### config.mk
export PLATFORM = sky130hd
export DESIGN_NAME = julia_frame_sweeper
export DESIGN_NICKNAME = d
export VERILOG_FILES = /design/src/rtl/julia_frame_sweeper.sv
export SDC_FILE = /design/constraint.sdc
export NUM_CORES = 1
export LEC_CHECK = 0
export CAP_MARGIN = 10
export CORE_ASPECT_RATIO = 1.4
export CORE_MARGIN = 2
export CORE_UTILIZATION = 60
export DETAILED_ROUTE_END_ITERATION = 8
export HOLD_SLACK_MARGIN = 0.03
export PLACE_DENSITY = 0.83
export SYNTH_ARGS = -nofsm -noshare
export SYNTH_HDL_FRONTEND = slang
export SYNTH_SLANG_ARGS = --single-unit
export TNS_END_PERCENT = 100
### constraint.sdc
create_clock -name clk -period 9 [get_ports clk]
set_clock_uncertainty 0.2 [all_clocks]
set_input_delay 2.7 -clock clk [delete_from_list [all_inputs] [get_ports clk]]
set_output_delay 2.7 -clock clk [all_outputs]
set_load 0.01 [all_outputs]
### src/rtl/julia_frame_sweeper.sv
// Julia frame sweeper: maps each frame pixel to a Q16.16 coordinate, runs it through the iteration
// engine and writes the quantised count to the frame buffer; zoom/pan changes restart the sweep.
module julia_frame_sweeper #(
    parameter int unsigned H_RES       = 1280,
    parameter int unsigned V_RES       = 720,
    parameter int unsigned ADDR_W      = 20,
    parameter int unsigned PIX_BITS    = 4,
    parameter int unsigned ITER_W      = 9,
    parameter int unsigned MAX_ITER    = 256,
    parameter int unsigned ZOOM_LEVELS = 4,
    parameter int          STEP_X0     = 410,
    parameter int          STEP_Y0     = 410,
    parameter int unsigned PAN_PIX     = 64,
    parameter int          CENTER_LIM  = 32'h0004_0000,
    parameter bit          CONTINUOUS  = 1'b1,
    localparam int unsigned ZW         = (ZOOM_LEVELS > 1) ? $clog2(ZOOM_LEVELS) : 1
) (
    input  logic                clk,
    input  logic                rst,
    input  logic                zoom_in,
    input  logic                zoom_out,
    input  logic [3:0]          pan,
    output logic                eng_start,
    output logic [31:0]         eng_x,
    output logic [31:0]         eng_y,
    input  logic                eng_done,
    input  logic [ITER_W-1:0]   eng_iter,
    output logic                fb_we,
    output logic [ADDR_W-1:0]   fb_addr,
    output logic [PIX_BITS-1:0] fb_data,
    output logic                frame_done,
    output logic [ZW-1:0]       zoom_level,
    output logic                busy
);

    localparam int unsigned XW   = (H_RES > 1) ? $clog2(H_RES) : 1;
    localparam int unsigned YW   = (V_RES > 1) ? $clog2(V_RES) : 1;
    localparam int unsigned QSH  = $clog2(MAX_ITER) - PIX_BITS;
    localparam int unsigned PMAX = (2 ** PIX_BITS) - 1;

    localparam logic signed [31:0] STEP_X = 32'(STEP_X0);
    localparam logic signed [31:0] STEP_Y = 32'(STEP_Y0);
    localparam logic signed [31:0] PAN_S  = 32'(PAN_PIX);
    localparam logic signed [47:0] HALF_W = 48'(H_RES / 2);
    localparam logic signed [47:0] HALF_H = 48'(V_RES / 2);
    localparam logic signed [33:0] LIM    = 34'(CENTER_LIM);
    localparam logic [ZW-1:0]      ZMAX   = ZW'(ZOOM_LEVELS - 1);

    typedef enum logic [1:0] {IDLE, ISSUE, WAIT, WRITE} state_t;

    state_t               state, state_next;
    logic signed [31:0]   cx, cy, cx_n, cy_n;
    logic [ZW-1:0]        zoom_n;
    logic [XW-1:0]        x;
    logic [YW-1:0]        y;
    logic                 restart_pending;
    logic signed [31:0]   sx, sy, dx, dy, x0, y0;
    logic signed [47:0]   x0_off, y0_off;
    logic signed [33:0]   cx_sum, cy_sum;
    logic                 view_change;
    logic                 last_pix;
    logic                 do_restart, do_advance, do_capture, done_c;
    logic [ITER_W-1:0]    iter_sh;
    logic [PIX_BITS-1:0]  quant;

    function automatic logic signed [31:0] clamp(input logic signed [33:0] v);
        if (v > LIM)       return LIM[31:0];
        else if (v < -LIM) return -LIM[31:0];
        else               return v[31:0];
    endfunction

    // Steps, frame origin and pan deltas at the current zoom level
    always_comb begin
        sx     = STEP_X >>> zoom_level;
        sy     = STEP_Y >>> zoom_level;
        x0_off = 48'(sx) * HALF_W;
        y0_off = 48'(sy) * HALF_H;
        x0     = cx - x0_off[31:0];
        y0     = cy + y0_off[31:0];
        dx     = sx * PAN_S;
        dy     = sy * PAN_S;
    end

    // View update: opposite pulses cancel, centre saturates, pan uses the pre-zoom step
    always_comb begin
        cx_n   = cx;
        cy_n   = cy;
        zoom_n = zoom_level;
        cx_sum = '0;
        cy_sum = '0;
        if (pan[0] ^ pan[1]) begin
            cx_sum = pan[1] ? (34'(cx) + 34'(dx)) : (34'(cx) - 34'(dx));
            cx_n   = clamp(cx_sum);
        end
        if (pan[2] ^ pan[3]) begin
            cy_sum = pan[2] ? (34'(cy) + 34'(dy)) : (34'(cy) - 34'(dy));
            cy_n   = clamp(cy_sum);
        end
        if (zoom_in && !zoom_out && (zoom_level != ZMAX))
            zoom_n = zoom_level + ZW'(1);
        else if (zoom_out && !zoom_in && (zoom_level != '0))
            zoom_n = zoom_level - ZW'(1);
        view_change = (cx_n != cx) || (cy_n != cy) || (zoom_n != zoom_level);
    end

    always_comb begin
        iter_sh = eng_iter >> QSH;
        quant   = (iter_sh > ITER_W'(PMAX)) ? PIX_BITS'(PMAX) : iter_sh[PIX_BITS-1:0];
    end

    assign last_pix = (x == XW'(H_RES - 1)) && (y == YW'(V_RES - 1));

    always_ff @(posedge clk or negedge rst) begin
        if (!rst) state <= IDLE;
        else      state <= state_next;
    end

    always_comb begin
        state_next = state;
        do_restart = 1'b0;
        do_advance = 1'b0;
        do_capture = 1'b0;
        done_c     = 1'b0;
        case (state)
            IDLE: begin
                if (restart_pending) begin
                    state_next = ISSUE;
                    do_restart = 1'b1;
                end
            end
            ISSUE: state_next = WAIT;
            WAIT: begin
                // A pending view change discards the in-flight result
                if (eng_done) begin
                    if (restart_pending) begin
                        state_next = ISSUE;
                        do_restart = 1'b1;
                    end else begin
                        state_next = WRITE;
                        do_capture = 1'b1;
                    end
                end
            end
            WRITE: begin
                if (restart_pending) begin
                    state_next = ISSUE;
                    do_restart = 1'b1;
                end else if (last_pix) begin
                    done_c = 1'b1;
                    if (CONTINUOUS) begin
                        state_next = ISSUE;
                        do_restart = 1'b1;
                    end else begin
                        state_next = IDLE;
                    end
                end else begin
                    state_next = ISSUE;
                    do_advance = 1'b1;
                end
            end
            default: state_next = IDLE;
        endcase
    end

    // Registered outputs track the state being entered
    always_ff @(posedge clk or negedge rst) begin
        if (!rst) begin
            eng_start  <= 1'b0;
            fb_we      <= 1'b0;
            frame_done <= 1'b0;
            busy       <= 1'b0;
            fb_data    <= '0;
        end else begin
            eng_start  <= (state_next == ISSUE);
            fb_we      <= do_capture;
            frame_done <= done_c;
            busy       <= (state_next != IDLE);
            if (do_capture) fb_data <= quant;
        end
    end

    // Pixel walk with incremental coordinate stepping
    always_ff @(posedge clk or negedge rst) begin
        if (!rst) begin
            x       <= '0;
            y       <= '0;
            fb_addr <= '0;
            eng_x   <= '0;
            eng_y   <= '0;
        end else if (do_restart) begin
            x       <= '0;
            y       <= '0;
            fb_addr <= '0;
            eng_x   <= x0;
            eng_y   <= y0;
        end else if (do_advance) begin
            fb_addr <= fb_addr + ADDR_W'(1);
            if (x == XW'(H_RES - 1)) begin
                x     <= '0;
                y     <= y + YW'(1);
                eng_x <= x0;
                eng_y <= eng_y - sy;
            end else begin
                x     <= x + XW'(1);
                eng_x <= eng_x + sx;
            end
        end
    end

    // Leaving reset counts as a pending change so the first sweep starts on its own
    always_ff @(posedge clk or negedge rst) begin
        if (!rst) begin
            cx              <= '0;
            cy              <= '0;
            zoom_level      <= '0;
            restart_pending <= 1'b1;
        end else begin
            cx         <= cx_n;
            cy         <= cy_n;
            zoom_level <= zoom_n;
            if (view_change)     restart_pending <= 1'b1;
            else if (do_restart) restart_pending <= 1'b0;
        end
    end

endmodule

==> results.txt, run 1 <==
- The run finished with clean final reports.
- Unrepaired setup endpoints after global routing: false
- In this run, CTS created clock tree buffers numbering 17.
- Pin placement for this block handled 112 I/O pins.
- For this design, the slowest cell found on the critical path is mux2i_2.
- The die covers 26400 um^2.
* Summed area of non-filler cells in the final layout: 17000 um^2
* Nets: 2055
* Area of the placeable core: 24700 um^2
* Worst ir drop on vdd: 0.204 mV
* Clock period minus final worst setup slack: 7.70 ns
* Setup TNS: 0 ns
- Fin. Hold Viols: 0
- Placer's final routability congestion estimate: 0.950
- In this run the tightest slew margin relative to its limit is 25.3%.
* Critical path startpoint: pan[1]
* Vias per inst: 6.59
- Top layer used by detailed routing: met4
- The number of different library cells used by synthesis comes to 94.
- Clock tree synthesis selected as its root buffer the cell clkbuf_16.
- In this run the static leakage power is 7.26 nW.
- Rows: 68
- Buffers placed on the I/O ports in this run total 107.
- Register bit total from synthesis: 182
- Wire segments on met3 add up to 2.50 mm in the final route.
- Sequential cells burn 22.7% of the power.
- Clk_lat worst skew: 0.44 ns
- Global-route total usage across every layer: 32.8%
* CTS clk-pin slew, worst paths: 0.08 ns
- Clock Sinks: 182
- Area used by multi-input combinational logic: 9960 um^2
- The first global-routing pass estimated 69.7 mm of wire.
- Total gr overflow: 0
- Most used DFF post-synth: dfrtp_1
- Dividing the detail-routed wire length by the instance count gives 18.9 um.
* Final setup vio count: 0
* Height of the chip: 191 um
- The routed design uses 20.6 mm of met2 wire.
- Slew Limit Fails: 0
- Proportion of layout cells with a drive suffix above 1: 4.61%
- Leading post-synthesis cells by instance count: nor2_1 (186), dfrtp_1 (181), nand2_1 (172)
- Clock tree from TritonCTS: built
- In this run the cell area of the synthesized design comes to 15100 um^2.
- In the synthesized netlist the async set-or-reset flop fraction comes to 100%.
- The tightest min-delay check is of the flip-flop to flip-flop type.
- The signal on the critical path passes through clkdlybuf4s50_1 -> buf_4 -> xnor2_1 -> ha_1 -> a211oi_1 -> o21ai_0 -> a211oi_1 -> o31ai_1 -> a221oi_1 -> a21oi_1 -> xnor2_1 -> mux2i_2 -> buf_4 -> mux2i_1 -> a221oi_1 -> a21o_1 -> nand3_1.
- Post-route DRC violation count: 0
- Worst Tran Pin Value: 1.11 ns
- In this design, the stage delay of the slowest critical-path cell is 0.71 ns.
- Sequential cells were found to cover 30.3% of the synthesized design area.
- Biggest fanout along the worst timing path: 13
- Buffers added to address setup during post-CTS repair amount to 0.
- Number of antenna violations at the first check in global routing: 0
* Iteration count of the initial detailed-routing pass: 5
- Top cell type by total area after synthesis: dfrtp_1
- Crit path max-delay family: compound AO/OA/AOI/OAI gates
- Data required time at the worst endpoint: 9.17 ns
- Post-synth EDFFs: 0
- After filler insertion, the fill cell instance count of the layout stands at 1992.
- Clock share of power: 12.7%
* Top cells by area in the synthesized netlist: dfrtp_1 (30%), ha_1 (9.4%), nor2_1 (4.6%), xor2_1 (4.6%), o21ai_0 (4.6%)
- Detailed placement finished with a half-perimeter wire length of 31.7 mm.
* Internal cell power: 3.10 mW
- Power density cells: 364 nW/um^2
* Average cell area after synthesis: 8.17 um^2
* Endpoint kind of the worst setup timing path: flip-flop
- Summed over its instances, the top area cell type makes up 30.1% of the synthesized netlist area.
- Gate Count Post-Synth: 1843
- Maximum level of the CTS H-tree: 4
- STA classifies the critical path startpoint as an input port.
- Buffers from clock root to sink, at most: 2
- For this run, the number of Yosys warnings is 0.
* Max-cap violations: 0
* Fmax: 130 MHz
- Total length of routed wires: 42.5 mm
- Die Span X: 138 um
- After clock tree synthesis, the flow added hold-fix buffers numbering 0.
- Setup slack of the worst register-to-register path: 1.70 ns
- Post-route fraction of the period consumed by the critical path: 85.6%
- Via count: 14800
- Summed over all nets, the switching power comes to 3.09 mW.
- Portion of total power attributed to combinational logic: 64.6%
* Switching power share of the total: 50.0%
- Most numerous cell in the Yosys netlist: nor2_1
- In this run the critical register-to-register path is launched from zoom_level[0].
- 0 antenna diodes ended up in the layout.
* Initial Utilization: 61.0%
- ANT nets after route: 0
- Counting both buffers and inverters, the worst setup path holds a total of 3.
- Synthesis produced a netlist with a net count of 1980.
- Placed Area: 16400 um^2
- Resized cells post-CTS: 0
- Number of violations reported at the end of detailed-routing iteration 0: 1352
* Via count of the first global-routing pass: 14300
- The area growth from synthesis to layout is 13.1%.
- After detailed routing, the wire length on met1 is 17.4 mm.
- The sequential cells in the finished layout cover a total of 4560 um^2.
- Origin of the worst min-delay path: eng_x[7]
- Pin count of the biggest net entering global routing: 100
- The worst setup path is of the input port to flip-flop kind.
- For the worst setup path, the data arrival time is 7.87 ns.
layer usage:
layer  up-vias  track usage, %
met5         -               0
met4         0            16.9
met3       145            4.32
met2       636            54.6
met1      7090            41.2
li1       6921               -
power groups by stage:
stage / registers [mW] / logic, mW / clock network [mW]
after floorplan: 1.36 / 2.74 / 0
after global placement: 1.39 / 3.79 / 0
after detailed placement: 1.40 / 3.90 / 0
after CTS: 1.39 / 3.94 / 0.785
after global routing: 1.43 / 4.39 / 0.820
final: 1.40 / 4.00 / 0.785
area by class of cell:
class	count	share of cell area (%)
inverter	77	1.70
tap	315	2.31
sequential	182	26.8
multi-input combinational	1513	58.5
timing repair buffer	127	7.18
clock buffer	20	2.56
clock inverter	12	0.992
kinds of logic (layout without fill, tap and decap cells):
| group | Yosys count | after routing | share of synthesized area, % |
|---|---|---|---|
| XOR/XNOR | 136 | 136 | 7.91 |
| flip-flops | 182 | 182 | 30.3 |
| AO/OA/AOI/OAI | 551 | 551 | 24.1 |
| adder cells (fa/ha/maj) | 119 | 119 | 10.2 |
| multiplexers | 17 | 17 | 1.16 |
| buffers and inverters | 148 | 236 | 3.76 |
| AND/OR/NAND/NOR | 690 | 690 | 22.7 |
worst reg2reg max path: cells and delay by family, from the launching register on:
| kind | cells | cell delay (ns) |
|---|---|---|
| fa+ha+maj | 2 | 1.16 |
| xor+xnor | 1 | 0.26 |
| simple gates | 7 | 1.85 |
| compound gates | 5 | 1.23 |
| mux | 2 | 0.79 |
| flops | 1 | 0.82 |
| buf+inv | 4 | 0.90 |
sequential cells by signal, indices dropped and copies added (netlist names):
name	count
fb_data	4
cx	32
eng_x	32
eng_start	1
cy	32
y	10
frame_done	1
eng_y	32
fb_addr	20
fb_we	1
x	11
zoom_level	2
busy	1
state	2
restart_pending	1
cells in the final DEF (no fill, tap or decap), types with 33 or more instances in the layout:
cell / instances
nor2_1: 184
dfrtp_1: 181
nand2_1: 172
o21ai_0: 138
a21oi_1: 126
ha_1: 113
clkdlybuf4s50_1: 106
xor2_1: 79
inv_1: 77
nand3_1: 65
xnor2_1: 55
nor3_1: 51
a21o_1: 39
and3_1: 33
path summary, 6_finish.rpt:
path / endpoint / cells after the start
worst max register to register: restart_pending / 21
max in group asynchronous: eng_y[10] / 2
min in group asynchronous: fb_data[0] / 1
worst min-delay path: eng_x[7] / 2
worst max-delay path: restart_pending / 17
worst min register to register: eng_x[7] / 2
metrics by stage:
step | setup WS [ns] | hold slack, ns | power (mW) | instances | util, %
CTS | 1.42 | 0.322 | 6.12 | 2246 | 69.0
finish | 1.30 | 0.321 | 6.19 | 2246 | 69.0
global placement | 1.04 | 0.291 | 5.18 | 2214 | 66.6
detailed placement | 0.992 | 0.306 | 5.30 | 2214 | 66.6
floorplan | 1.89 | 0.267 | 4.10 | 1843 | -
global route | 0.871 | 0.342 | 6.65 | 2246 | 69.0
Power figures use the tool's default switching activity.
==> run 2, diff against run 1 <==
--- a/config.mk
+++ b/config.mk
@@ -9,9 +9,11 @@
 export CORE_ASPECT_RATIO = 1.4
 export CORE_MARGIN = 2
 export CORE_UTILIZATION = 60
+export CTS_CLUSTER_SIZE = 16
 export DETAILED_ROUTE_END_ITERATION = 8
 export HOLD_SLACK_MARGIN = 0.03
 export PLACE_DENSITY = 0.83
+export SKIP_LAST_GASP = 1
 export SYNTH_ARGS = -nofsm -noshare
 export SYNTH_HDL_FRONTEND = slang
 export SYNTH_SLANG_ARGS = --single-unit
==> results of run 2 <==
No change in the layout: final DEF, timing and power equal those of run 1.
==> run 3, diff against run 2 <==
--- a/config.mk
+++ b/config.mk
@@ -14,6 +14,7 @@
 export HOLD_SLACK_MARGIN = 0.03
 export PLACE_DENSITY = 0.83
 export SKIP_LAST_GASP = 1
+export SLEW_MARGIN = 20
 export SYNTH_ARGS = -nofsm -noshare
 export SYNTH_HDL_FRONTEND = slang
 export SYNTH_SLANG_ARGS = --single-unit
==> run 3 against run 2 <==
  * Final cell count unchanged
  * First-iteration DRC count down 2.4%
  * Sequential share of layout area about the same
  * Combinational power about the same
  * Global-route usage unchanged
  * Clock power about the same
  * Count of clock-buffer cells in the layout unchanged
  * Power about the same
  * Worst setup slack worse by 0.015 ns
  * Critical path depth unchanged
  * Register-to-register slack better by 0.04 ns
==> results.txt, run 3 (same netlist as run 1, synthesis figures left out) <==
* Clock Sinks: 182 (unchanged)
- Post-CTS Hold Fix Bufs: 0 (unchanged)
- The post-detailed-route DRC marker count came to 0 (unchanged).
* Total gr overflow: 0 (unchanged)
* CTS Buf Count: 17 (unchanged)
- Post-route fraction of the period consumed by the critical path: 85.8% (was 85.6%)
* Data required time at the worst endpoint: 9.17 ns (about the same)
- The data arrival time of the critical path was 7.89 ns (was 7.87 ns).
- The effective utilization at floorplan is 61.0% (unchanged).
* ANT nets after route: 0 (unchanged)
- The reported leakage power is 7.26 nW (about the same).
- Resized cells post-CTS: 0 (unchanged)
* Power density cells: 364 nW/um^2 (about the same)
- The final count of negative-setup-slack endpoints was 0 (unchanged).
- Number of buffers inserted to repair setup after CTS: 0 (unchanged)
* Global-route total usage across every layer: 32.8% (unchanged)
* Number of antenna violations at the first check in global routing: 0 (unchanged)
* Final antenna diode count: 0 (unchanged)
- Final standard cell count with taps included and fillers excluded: 2246 (unchanged)
* CTS clk-pin slew, worst paths: 0.08 ns (about the same)
- Height of the chip: 191 um (unchanged)
* DR WL/cell: 19.0 um (was 18.9 um)
- Setup TNS: 0 ns (unchanged)
* Most frequent standard cell in the layout excluding fill and tap cells: nor2_1 (unchanged)
* Total of buffers placed on input and output ports: 107 (unchanged)
- Sequential share of power: 22.7% (about the same)
- The total detailed-routing wirelength came to 42.7 mm (was 42.5 mm).
- The share of total power consumed by net switching was 50.0% (about the same).
* Die area: 26400 um^2 (unchanged)
- The category of the critical setup timing path is input port to flip-flop (unchanged).
- Clock period minus final worst setup slack: 7.72 ns (was 7.70 ns)
- The insertion delay to the later sink of the worst-skew pair is 0.45 ns (was 0.44 ns).
- The count of standard-cell rows was 68 (unchanged).
- The maximum frequency from static timing analysis came to 130 MHz (about the same).
- The part of the total power dissipated in the clock network was 12.7% (about the same).
- The filler cell count came to 1990 (was 1992).
- The share of layout cells above drive strength 1 was 4.66% (was 4.61%).
- Portion of total power attributed to combinational logic: 64.6% (about the same)
- The met2 global-route usage came to 54.6% (unchanged).
* Worst ir drop on vdd: 0.209 mV (was 0.204 mV)
* Most Crowded Layer GR: met2 (unchanged)
- The number of placed I/O pins came to 112 (unchanged).
- The average vias per placed instance is 6.58 (was 6.59).
- The routed via count was 14800 (about the same).
* Class of the tightest hold or removal check: flip-flop to flip-flop (unchanged)
* Setup crit start kind: input port (unchanged)
- Placer's final routability congestion estimate: 0.950 (unchanged)
* Slew HR: 27.4% (was 25.3%)
- P&R area growth vs syn: 13.2% (was 13.1%)
* Total net switching power: 3.10 mW (was 3.09 mW)
* Worst Tran Pin Value: 1.07 ns (was 1.11 ns)
- The endpoint class of the critical path is a flip-flop (unchanged).
- Iteration count of the initial detailed-routing pass: 5 (unchanged)
- The first-pass GRT wire length is 69.7 mm (unchanged).
* Sum of net half-perimeters after detailed placement: 31.7 mm (unchanged)
- The number of instances in the placed design came to 2214 (unchanged).
- The worst-path maximum fanout came to 13 (unchanged).
* Summed area of non-filler cells in the final layout: 17000 um^2 (about the same)
- Fin. Hold Viols: 0 (unchanged)
- The internal power is 3.10 mW (about the same).
- Buffers from clock root to sink, at most: 2 (unchanged)
* Commonest non-fill, non-tap cells in the layout: nor2_1 (184), dfrtp_1 (181), nand2_1 (172), o21ai_0 (138), a21oi_1 (126) (unchanged)
- The number of global-route vias before repair is 14300 (unchanged).
- Slew Limit Fails: 0 (unchanged)
- The number of DRC markers in iteration 0 is 1319 (was 1352).
- The core area was 24700 um^2 (unchanged).
* Unrepaired setup endpoints after global routing: false (unchanged)
- The root buffer cell is clkbuf_16 (unchanged).
* Nets: 2055 (unchanged)
- The largest net degree at the start of global routing came to 100 (unchanged).
- The met1 capacity usage during global routing was 41.2% (unchanged).
- Die Span X: 138 um (unchanged)
- Clock tree from TritonCTS: built (unchanged)
- Result of the run: finished, final reports clean (unchanged)
- Placed Area: 16400 um^2 (unchanged)
* Max-cap violations: 0 (unchanged)
* Global routing met3 resource utilization: 4.32% (unchanged)
- The depth of the CTS H-tree came to 4 (unchanged).
run 3: per-layer routing:
| layer | vias up | share of wire, % |
|---|---|---|
| li1 | 6901 | - |
| met5 | - | 0 |
| met2 | 588 | 49 |
| met3 | 141 | 5.6 |
| met1 | 7159 | 41 |
| met4 | 0 | 4.6 |
run 3: path summary, 6_finish.rpt:
check	cells after the start	slack, ns	endpoint	start
setup reg to reg	21	1.74	restart_pending	zoom_level[0]
hold reg to reg	2	0.32	eng_x[7]	eng_x[7]
hold / removal	2	0.32	eng_x[7]	eng_x[7]
min in group asynchronous	1	2.13	fb_data[0]	rst
max in group asynchronous	2	5.17	eng_y[10]	rst
setup / recovery	17	1.28	restart_pending	pan[1]
run 3: final cells by class:
class	count	area, um^2	share of cell area [%]
flip-flops and latches	182	4560	26.7
repair buffers	127	1230	7.20
clock buffers	20	437	2.56
clock inverters	12	169	0.991
multi-input cells	1513	9970	58.5
inverters	77	289	1.70
well taps	315	394	2.31
run 3: critical path: stages:
cell and delay (ns):
clkdlybuf4s50_1 0.70, buf_4 0.26, xnor2_1 0.19, ha_1 0.35
a211oi_1 0.39, o21ai_0 0.26, a211oi_1 0.34, o31ai_1 0.18
a221oi_1 0.42, a21oi_1 0.16, xnor2_1 0.41, mux2i_2 0.71
buf_4 0.28, mux2i_1 0.08, a221oi_1 0.22, a21o_1 0.18
nand3_1 0.07
run 3: power groups by stage:
stage               Combinational [mW]  Sequential, mW  Clock [mW]
global placement                  3.79            1.39           0
global route                      4.39            1.43       0.820
floorplan                         2.74            1.36           0
detailed placement                3.90            1.40           0
CTS                               3.94            1.39       0.785
finish                            4.00            1.40       0.787
run 3: stage by stage:
stage	utilization [%]	hold WS [ns]	setup slack, ns	total power, mW
global route	69.1	0.342	0.871	6.65
global placement	66.6	0.291	1.04	5.18
floorplan	-	0.267	1.89	4.10
detailed placement	66.6	0.306	0.992	5.30
finish	69.1	0.322	1.28	6.19
CTS	69.0	0.322	1.42	6.12
==> RTL change: new RTL, settings of run 3 <==
Change the parameter `CONTINUOUS` from 1'b1 to 1'b0.
--- a/src/rtl/julia_frame_sweeper.sv
+++ b/src/rtl/julia_frame_sweeper.sv
@@ -14,3 +14,3 @@
     parameter int          CENTER_LIM  = 32'h0004_0000,
-    parameter bit          CONTINUOUS  = 1'b1,
+    parameter bit          CONTINUOUS  = 1'b0,
     localparam int unsigned ZW         = (ZOOM_LEVELS > 1) ? $clog2(ZOOM_LEVELS) : 1
Behaviour: same outputs for any inputs over 4 cycles, from zero or initial values and one cycle with rst low; that may be too few to reach the edited logic, so the function may still have changed.
==> RTL change against run 3 <==
Cell count rose by 1.9%; sequential cell count stayed put; cell area increased by 0.40%; combinational power grew 3%; power rose by 1.5%; critical path type unchanged; routed wire length is 3.5% lower; count of clock-buffer cells in the layout up 3; synthesized area grew 0.74%; non-clock buffer count is 1 higher; die area increased by 0.72%; worst setup slack worse by 240 ps.
==> RTL change: results <==
group,metric,value,unit
route,wl_per_cell,18.0,um
placed_design,dp_hpwl,30200,um
route,vias,14700,
synthesis,synth-main-ff-cell,"dfrtp_1",
synthesis,ys_seq_area_share,30.0,%
synthesis,syn_inst,1892,
placed_design,dp_slack,767,ps
run_status,status,"finished, final reports clean",
placed_design,dpl-instance-area,16500,um^2
synthesis,syn-num-nets,2034,
route,drt_iter0_markers,1450,
synthesis,ys_top_cells_by_count,"nor2_1, dfrtp_1, nand2_1, o21ai_0, ha_1",
pwr,total_leakage_power,7.35,nW
placed_design,dpl.cell_count,2256,
cells_and_area,antenna_cells,0,
cells_and_area,fin_nets,2102,
route,drt-pass1-iter-count,8,
placed_design,place_congestion,0.924,
global_routing,grt_pass1_vias,13900,
clocking,clk_latency,430,ps
timing,hold_viol_final,0,
cells_and_area,drive_gt1_share,3.95,%
synthesis,synth.area.top_cells,"dfrtp_1, ha_1, o21ai_0",
clocking,cts_max_level,4,
worst_setup_path,max_stage_delay,670,ps
pwr,peakVddDrop,0.409,mV
placed_design,port_buffers,107,
global_routing,grt_pass1_wl,67500,um
worst_setup_path,cpMaxStageDelayCell,"clkdlybuf4s50_1",
global_routing,grt_antenna_before_repair,0,
synthesis,synth_most_common_cell,"nor2_1",
global_routing,grt_usage,30.5,%
route,wl,41200,um
synthesis,synth_cell_types,82,
global_routing,grt_max_degree,102,
min_path,hold_path.class,"reg2reg",
timing,worst_slew_pin_slew,1110,ps
worst_setup_path,arrival,8110,ps
clocking,post_cts_buffers,0,
worst_setup_path,cp_max_fo,15,
RTL change: cell types whose count changed in the layout (fill, tap and decap cells not counted), sizes merged, moves of 10 or more:
cell / run 3 / this run
o21ai: 149 / 165
xor2: 79 / 66
a21o: 39 / 29
and3: 33 / 44
o31ai: 29 / 19
nor2: 188 / 209
RTL change: path summary, 6_finish.rpt:
path / startpoint / end / slack [ps] / cells after the start
max in group asynchronous: rst / fb_addr[15] / 5150 / 2
min in group asynchronous: rst / x[3] / 2190 / 1
setup reg to reg: zoom_level[0] / restart_pending / 1880 / 21
hold / removal: x[10] / x[10] / 290 / 1
setup / recovery: pan[2] / restart_pending / 1040 / 17
hold reg to reg: x[10] / x[10] / 290 / 1
RTL change: kinds of logic after synthesis:
kind of cell | after synthesis | share of synthesized area, %
and+or+nand+nor | 728 | 23.3
AOI/OAI and AO/OA | 555 | 23.6
DFF | 182 | 30.0
buffers and inverters | 159 | 4.09
xor gates and xnor gates | 132 | 7.62
adders and majority gates | 124 | 10.5
muxes | 12 | 0.817
RTL change: area by class of cell:
type / instances / area (um^2)
Tap cell: 315 / 394
Sequential cell: 182 / 4560
Clock inverter: 9 / 154
Clock buffer: 23 / 448
Multi-Input combinational cell: 1551 / 10000
Inverter: 80 / 300
Timing Repair Buffer: 128 / 1230
Fill cell: 1971 / 7650
RTL change: power breakdown:
group          switching [mW]  internal [mW]  total [mW]
sequential              0.325           1.06        1.38
clock                   0.315          0.465       0.780
combinational            2.47           1.66        4.13
RTL change: layer usage:
metal	global-route usage [%]	up-vias	share of wire [%]
met2	53.1	538	49
met4	10.0	0	2.6
met3	3.27	86	5.2
met1	39.8	7017	43
li1	-	7013	-
met5	0	-	0
